## config.mk

```make
export PLATFORM = sky130hd
export DESIGN_NAME = uart_cmd_rx
export DESIGN_NICKNAME = d
export VERILOG_FILES = /design/src/rtl/uart_cmd_rx.sv
export SDC_FILE = /design/constraint.sdc
export NUM_CORES = 1
export LEC_CHECK = 0
export ABC_AREA = 1
export CAP_MARGIN = 15
export CORE_MARGIN = 2
export CORE_UTILIZATION = 55
export DETAILED_ROUTE_END_ITERATION = 16
export HOLD_SLACK_MARGIN = 0.03
export PLACE_DENSITY = 0.75
export REMOVE_ABC_BUFFERS = 1
export SYNTH_ARGS = -nofsm -noshare
export SYNTH_HDL_FRONTEND = slang
export SYNTH_SLANG_ARGS = --single-unit
```

## constraint.sdc

```tcl
create_clock -name clk_i -period 1.6 [get_ports clk_i]
set_input_delay 0.48 -clock clk_i [delete_from_list [all_inputs] [get_ports clk_i]]
set_output_delay 0.48 -clock clk_i [all_outputs]
set_load 0.03 [all_outputs]
```

## src/rtl/uart_cmd_rx.sv

```systemverilog
// uart_cmd_rx: 8N1 UART receiver for a command channel.
// A 2-flop synchronizer feeds a five-state receive FSM (IDLE, START, DATA,
// STOP, BREAK). Good bytes are delivered through a DataOut/DataReady
// handshake. DataValid, FramingError and Overrun are single-cycle event pulses.
`timescale 1ns/1ps
module uart_cmd_rx #(
  parameter int CLKS_PER_BIT = 868
) (
  input  logic       clk_i,
  input  logic       rst_i,
  input  logic       sdi_i,
  input  logic       read_strobe_i,
  output logic [7:0] data_out_o,
  output logic       data_ready_o,
  output logic       data_valid_o,
  output logic       framing_error_o,
  output logic       overrun_o,
  output logic       busy_o
);

  typedef enum logic [2:0] {IDLE, START, DATA, STOP, BREAK} state_t;

  // Start-bit midpoint and full-bit terminal counts. The counter is cleared
  // at every terminal count, so it never wraps within a state.
  localparam logic [15:0] HALF_M1 = 16'(CLKS_PER_BIT / 2 - 1);
  localparam logic [15:0] FULL_M1 = 16'(CLKS_PER_BIT - 1);

  logic       sdi_meta_q, sdi_s_q;
  state_t     state_q, state_d;
  logic [15:0] cnt_q, cnt_d;
  logic [2:0] bit_q, bit_d;
  logic [7:0] shift_q, shift_d;
  logic [7:0] data_q, data_d;
  logic       ready_q, ready_d;
  logic       valid_q, valid_d;
  logic       ferr_q, ferr_d;
  logic       ovr_q, ovr_d;
  logic       accept;

  // Bring the asynchronous serial line into the clock domain. Both flops
  // reset to the idle-high level, so a reset does not look like a start edge.
  always_ff @(posedge clk_i or posedge rst_i) begin
    if (rst_i) begin
      sdi_meta_q <= 1'b1;
      sdi_s_q    <= 1'b1;
    end else begin
      sdi_meta_q <= sdi_i;
      sdi_s_q    <= sdi_meta_q;
    end
  end

  // State, datapath and output registers.
  always_ff @(posedge clk_i or posedge rst_i) begin
    if (rst_i) begin
      state_q <= IDLE;
      cnt_q   <= 16'd0;
      bit_q   <= 3'd0;
      shift_q <= 8'h00;
      data_q  <= 8'h00;
      ready_q <= 1'b0;
      valid_q <= 1'b0;
      ferr_q  <= 1'b0;
      ovr_q   <= 1'b0;
    end else begin
      state_q <= state_d;
      cnt_q   <= cnt_d;
      bit_q   <= bit_d;
      shift_q <= shift_d;
      data_q  <= data_d;
      ready_q <= ready_d;
      valid_q <= valid_d;
      ferr_q  <= ferr_d;
      ovr_q   <= ovr_d;
    end
  end

  // Next-state logic: frame sequencing, then the delivery handshake.
  always_comb begin
    state_d = state_q;
    cnt_d   = cnt_q;
    bit_d   = bit_q;
    shift_d = shift_q;
    data_d  = data_q;
    ready_d = ready_q;
    valid_d = 1'b0;
    ferr_d  = 1'b0;
    ovr_d   = 1'b0;
    accept  = 1'b0;

    case (state_q)
      IDLE: begin
        if (!sdi_s_q) begin
          state_d = START;
          cnt_d   = 16'd0;
        end
      end
      START: begin
        if (cnt_q == HALF_M1) begin
          cnt_d = 16'd0;
          if (!sdi_s_q) begin
            state_d = DATA;
            bit_d   = 3'd0;
          end else begin
            // The line went back high before mid start bit, so treat it as a glitch.
            state_d = IDLE;
          end
        end else begin
          cnt_d = cnt_q + 16'd1;
        end
      end
      DATA: begin
        if (cnt_q == FULL_M1) begin
          cnt_d   = 16'd0;
          shift_d = {sdi_s_q, shift_q[7:1]};
          bit_d   = bit_q + 3'd1;
          if (bit_q == 3'd7) state_d = STOP;
        end else begin
          cnt_d = cnt_q + 16'd1;
        end
      end
      STOP: begin
        if (cnt_q == FULL_M1) begin
          cnt_d = 16'd0;
          if (sdi_s_q) begin
            accept  = 1'b1;
            state_d = IDLE;
          end else begin
            ferr_d  = 1'b1;
            state_d = BREAK;
          end
        end else begin
          cnt_d = cnt_q + 16'd1;
        end
      end
      BREAK: begin
        // Wait out a held-low line. New start edges are not detected here.
        cnt_d = 16'd0;
        if (sdi_s_q) state_d = IDLE;
      end
      default: state_d = IDLE;
    endcase

    // If a read happens in the same cycle as an accept, the slot is free for
    // the new byte. Without that read, an unread byte is kept and the new one is lost.
    if (accept) begin
      if (!ready_q || read_strobe_i) begin
        data_d  = shift_q;
        ready_d = 1'b1;
        valid_d = 1'b1;
      end else begin
        ovr_d = 1'b1;
      end
    end else if (read_strobe_i) begin
      ready_d = 1'b0;
    end
  end

  assign data_out_o      = data_q;
  assign data_ready_o    = ready_q;
  assign data_valid_o    = valid_q;
  assign framing_error_o = ferr_q;
  assign overrun_o       = ovr_q;
  assign busy_o          = (state_q != IDLE);

endmodule
```

==> results.txt <==
The antenna cell count came out at 0. The number of buffers added on ports came out at 16. The number of global-route vias before repair came to 1957. The final setup violation count came out at 0. The flow ran to the end, and the final reports show no timing, DRC or antenna violations. The timing-limited maximum frequency came out at 635 MHz. STA puts the critical path data required time at about 1.1 ns. The worst register-to-register path ends at cnt_q[8]. After detailed routing, the total wire length is between 5 and 6 mm. The sequential-to-total area share from yosys stat is 0.471. The die footprint came out at 4800 um^2. The share of layout cells above drive strength 1 is 0.169. The final setup skew is 0.0107 ns. After detailed placement, the design holds a cell count of about 400. After synthesis, the netlist uses 24 different library cells. The post-synthesis register bit count is 44. The path class of the tightest hold or removal check is flop to flop.

The worst register-to-register path begins at cnt_q[1]. Setup repair after global routing could not meet its margin everywhere. The die is 69.3 um wide. The final-stage net count came out at 368. The clock tree root driver cell is sky130_fd_sc_hd__clkbuf_8. Of the total power, combinational logic draws 0.020.

The global-route wire length before repair came out at just under 9 mm. TritonCTS built the clock tree. The data arrival time of the critical path came out at 1.09 ns.

Across all register-to-register paths, the minimum setup slack is 0.10 ns. A synthesized cell averages 7.52 um^2. In the final layout, the multi-input gates occupy 1140 um^2. The hold violation count in the final report is 0. The effective utilization at floorplan is 0.578. The maximum vdd drop is 0.509 mV.

The clock net in this run drives a total of 44 sinks. The hold-critical path depth is 0. The length in cells of the worst reg-to-reg path is 8. For hold timing, the worst endpoint is sdi_s_q. The netlist area before placement is 2340 um^2. The total routing resource utilization after global routing is 0.230.

The clock latency on the worst-skew pair is ~0.30 ns. The number of antenna violations at the first check in global routing came out at 0. Ranked by total cell area, the synthesized netlist is headed by sky130_fd_sc_hd__dfrtp_1, sky130_fd_sc_hd__nand2_1, sky130_fd_sc_hd__nor2_1, sky130_fd_sc_hd__nand4_1, sky130_fd_sc_hd__inv_1. The clock network fraction of total power came out at 0.390.

The cell internal power dissipation is roughly 1.5 mW. The actual transition at the worst max-transition pin came out at 0.332 ns. Summed over all instances, the cell type with the most area after synthesis is sky130_fd_sc_hd__dfrtp_1.

STA classifies the critical path startpoint as a flop. The total of max-cap violations is 0. The clock-pin slew on the worst setup and hold paths is 0.08 ns. The largest net degree at the start of global routing is 45. The count of H-tree levels built during CTS is 2. Dividing total power by cell area gives a power density of 656 nW/um^2. The area share of the largest cell type after synthesis came out at 0.448.

The placed cell area is 2720 um^2. The static leakage power is roughly 1.5 nW. Relative to the synthesized area, the layout overhead comes to 23.2%. Summed over all nets, the switching power comes to about 0.42 mW.

The worst hold path begins at sdi_meta_q. The number of search-and-repair iterations in the first detailed-routing pass came out at 4. The combined buffer and inverter count along the critical path came out at 1.

TritonCTS created 5 clock buffers. Yosys printed 0 warnings. The layout has 331 filler cells. The final setup slack of the worst path is 0.0253 ns. The detailed placement HPWL came out at 3.77 mm. The largest individual stage delay along the critical path comes from the cell sky130_fd_sc_hd__dfrtp_1. The initial detailed-routing violation count is between 150 and 200. The fraction of power consumed by sequential logic came out at 0.590. The worst slack after detailed placement is 0.0146 ns.

The normalized max-slew margin came out at 0.778. The biggest fanout along the worst timing path came out at 6. The count of pins on the block boundary came out at 17. The final setup TNS came out at 0 ns. The final instance count without filler cells is 410. The shortest period the worst path allows is 1.57 ns.

Dividing the detail-routed via count by the number of cells gives a little over 5. The final routed DRC violation total is 0. In the finished design, the share of the clock period the worst path needs comes to 0.984.

Walking the worst path, the cells encountered are nor2_2, nand2_1, buf_6. The via total after detailed routing is 2098. The final number of max-transition violations is 0. The critical path in this run is classified as flop to primary output. The cell area after layout came out at between 2000 and 3000 um^2. After detailed routing, the average wire length per cell comes to 12.4 um.

The congestion estimate from routability-driven global placement came to between 0.9 and 1. The number of buffers between clock root and the deepest sink came out at 2. Hold timing on the final database bottoms out at a slack of 0.360 ns. The y dimension of the die came out at between 60 and 70 um. The number of nets with antenna violations after routing is 0. Of the total power, the share spent switching nets is 0.220. The floorplan has 23 rows.

On the worst path, the slowest cell contributes a delay of 0.44 ns. The total power draw is 1.89 mW. The type of element capturing the critical path is a primary output. The sequential cell area in the final layout came out at 1100 um^2. The final standard cell utilization of the core came out at 0.712. The area of the core is 4060 um^2.

The number of cells produced by synthesis came out at 312. The global-route congestion overflow total is 0. Grouping stages by cell kind, the critical path spends the most delay in flip-flops.
## area by class of cell
class | count | share of cell area
clock inverter | 2 | 0.00520
clock buffer | 6 | 0.0286
inverter | 29 | 0.0377
multi-input combinational | 235 | 0.396
tap | 50 | 0.0217
timing repair buffer | 44 | 0.128
sequential | 44 | 0.383
## metal layers
metal,GRT usage,vias up,wire (um)
met5,0,-,0
met2,0.355,56,2270
met1,0.338,955,2430
met3,0.0349,6,312
met4,0.0654,0,59
li1,-,1081,-
## cell families (layout without fill, tap and decap cells)
kind of cell | count (synthesis) | count (layout) | share of synthesized area
buffers and inverters | 33 | 81 | 0.0576
AND/OR/NAND/NOR | 209 | 209 | 0.388
adder cells (fa/ha/maj) | 5 | 5 | 0.0267
flip-flops | 44 | 44 | 0.471
AO/OA/AOI/OAI | 15 | 15 | 0.0347
XOR/XNOR | 6 | 6 | 0.0224
## power by group through the flow
stage / registers [mW] / logic [mW] / clock network [mW]
after global routing: 1.12 / 0.0452 / 0.794
final: 1.12 / 0.0381 / 0.738
after floorplan: 1.14 / 0.0189 / 0
after CTS: 1.12 / 0.0392 / 0.750
after detailed placement: 1.14 / 0.0392 / 0
after global placement: 1.14 / 0.0388 / 0
## flip-flops by register name, indices dropped and copies added, names as in the netlist
register	cells
bit_q	3
data_out_o	8
overrun_o	1
state_q	3
sdi_meta_q	1
framing_error_o	1
shift_q	8
data_ready_o	1
data_valid_o	1
cnt_q	16
sdi_s_q	1
## repair_timing
action / 4_1_cts / 5_1_grt
endpoints found under the hold margin: 0 / 0
setup endpoints to repair: 13 / 37
pin swaps: 0 / 3
resized for setup: 12 / 14
buffers inserted: 2 / 3
hold buffers: 0 / 0
## worst max path at each step
stage / from / endpoint / slack, ns / depth (start not counted)
floorplan: rst_i / bit_q[0] / 0.09 / 1
global placement: read_strobe_i / data_out_o[4] / 0.03 / 6
detailed placement: read_strobe_i / data_out_o[3] / 0.01 / 6
CTS: state_q[1] / busy_o / 0.009 / 3
global route: state_q[1] / busy_o / -0.03 / 3
finish: state_q[1] / busy_o / 0.03 / 3
## synth_stat cells
cell and instances:
sky130_fd_sc_hd__xnor2_1 1, sky130_fd_sc_hd__nand2_1 116, sky130_fd_sc_hd__nor4_1 1, sky130_fd_sc_hd__inv_1 28
sky130_fd_sc_hd__nand3b_1 1, sky130_fd_sc_hd__dfstp_2 2, sky130_fd_sc_hd__o211ai_1 2, sky130_fd_sc_hd__nor2_1 45
sky130_fd_sc_hd__nand3_1 18, sky130_fd_sc_hd__nand4_1 17, sky130_fd_sc_hd__o21ai_0 11, sky130_fd_sc_hd__o22ai_1 1
sky130_fd_sc_hd__nor2_2 5, sky130_fd_sc_hd__clkbuf_1 1, sky130_fd_sc_hd__nand3_4 1, sky130_fd_sc_hd__nand2_4 1
sky130_fd_sc_hd__o21ai_1 1, sky130_fd_sc_hd__dfrtp_1 42, sky130_fd_sc_hd__nor2_4 2, sky130_fd_sc_hd__ha_1 5
sky130_fd_sc_hd__buf_4 3, sky130_fd_sc_hd__inv_2 1, sky130_fd_sc_hd__nand2_2 2, sky130_fd_sc_hd__xor2_1 5
## cells in the final DEF (no fill, tap or decap), types with 3 or more instances in the layout
cell                              count
sky130_fd_sc_hd__nand2_1            114
sky130_fd_sc_hd__nor2_1              42
sky130_fd_sc_hd__dfrtp_1             41
sky130_fd_sc_hd__buf_4               27
sky130_fd_sc_hd__inv_1               26
sky130_fd_sc_hd__nand3_1             18
sky130_fd_sc_hd__nand4_1             17
sky130_fd_sc_hd__dlygate4sd2_1       12
sky130_fd_sc_hd__o21ai_0             11
sky130_fd_sc_hd__nor2_2               8
sky130_fd_sc_hd__clkbuf_8             6
sky130_fd_sc_hd__xor2_1               5
sky130_fd_sc_hd__ha_2                 3
sky130_fd_sc_hd__clkdlybuf4s50_1      3
Power figures use the tool's default switching activity.
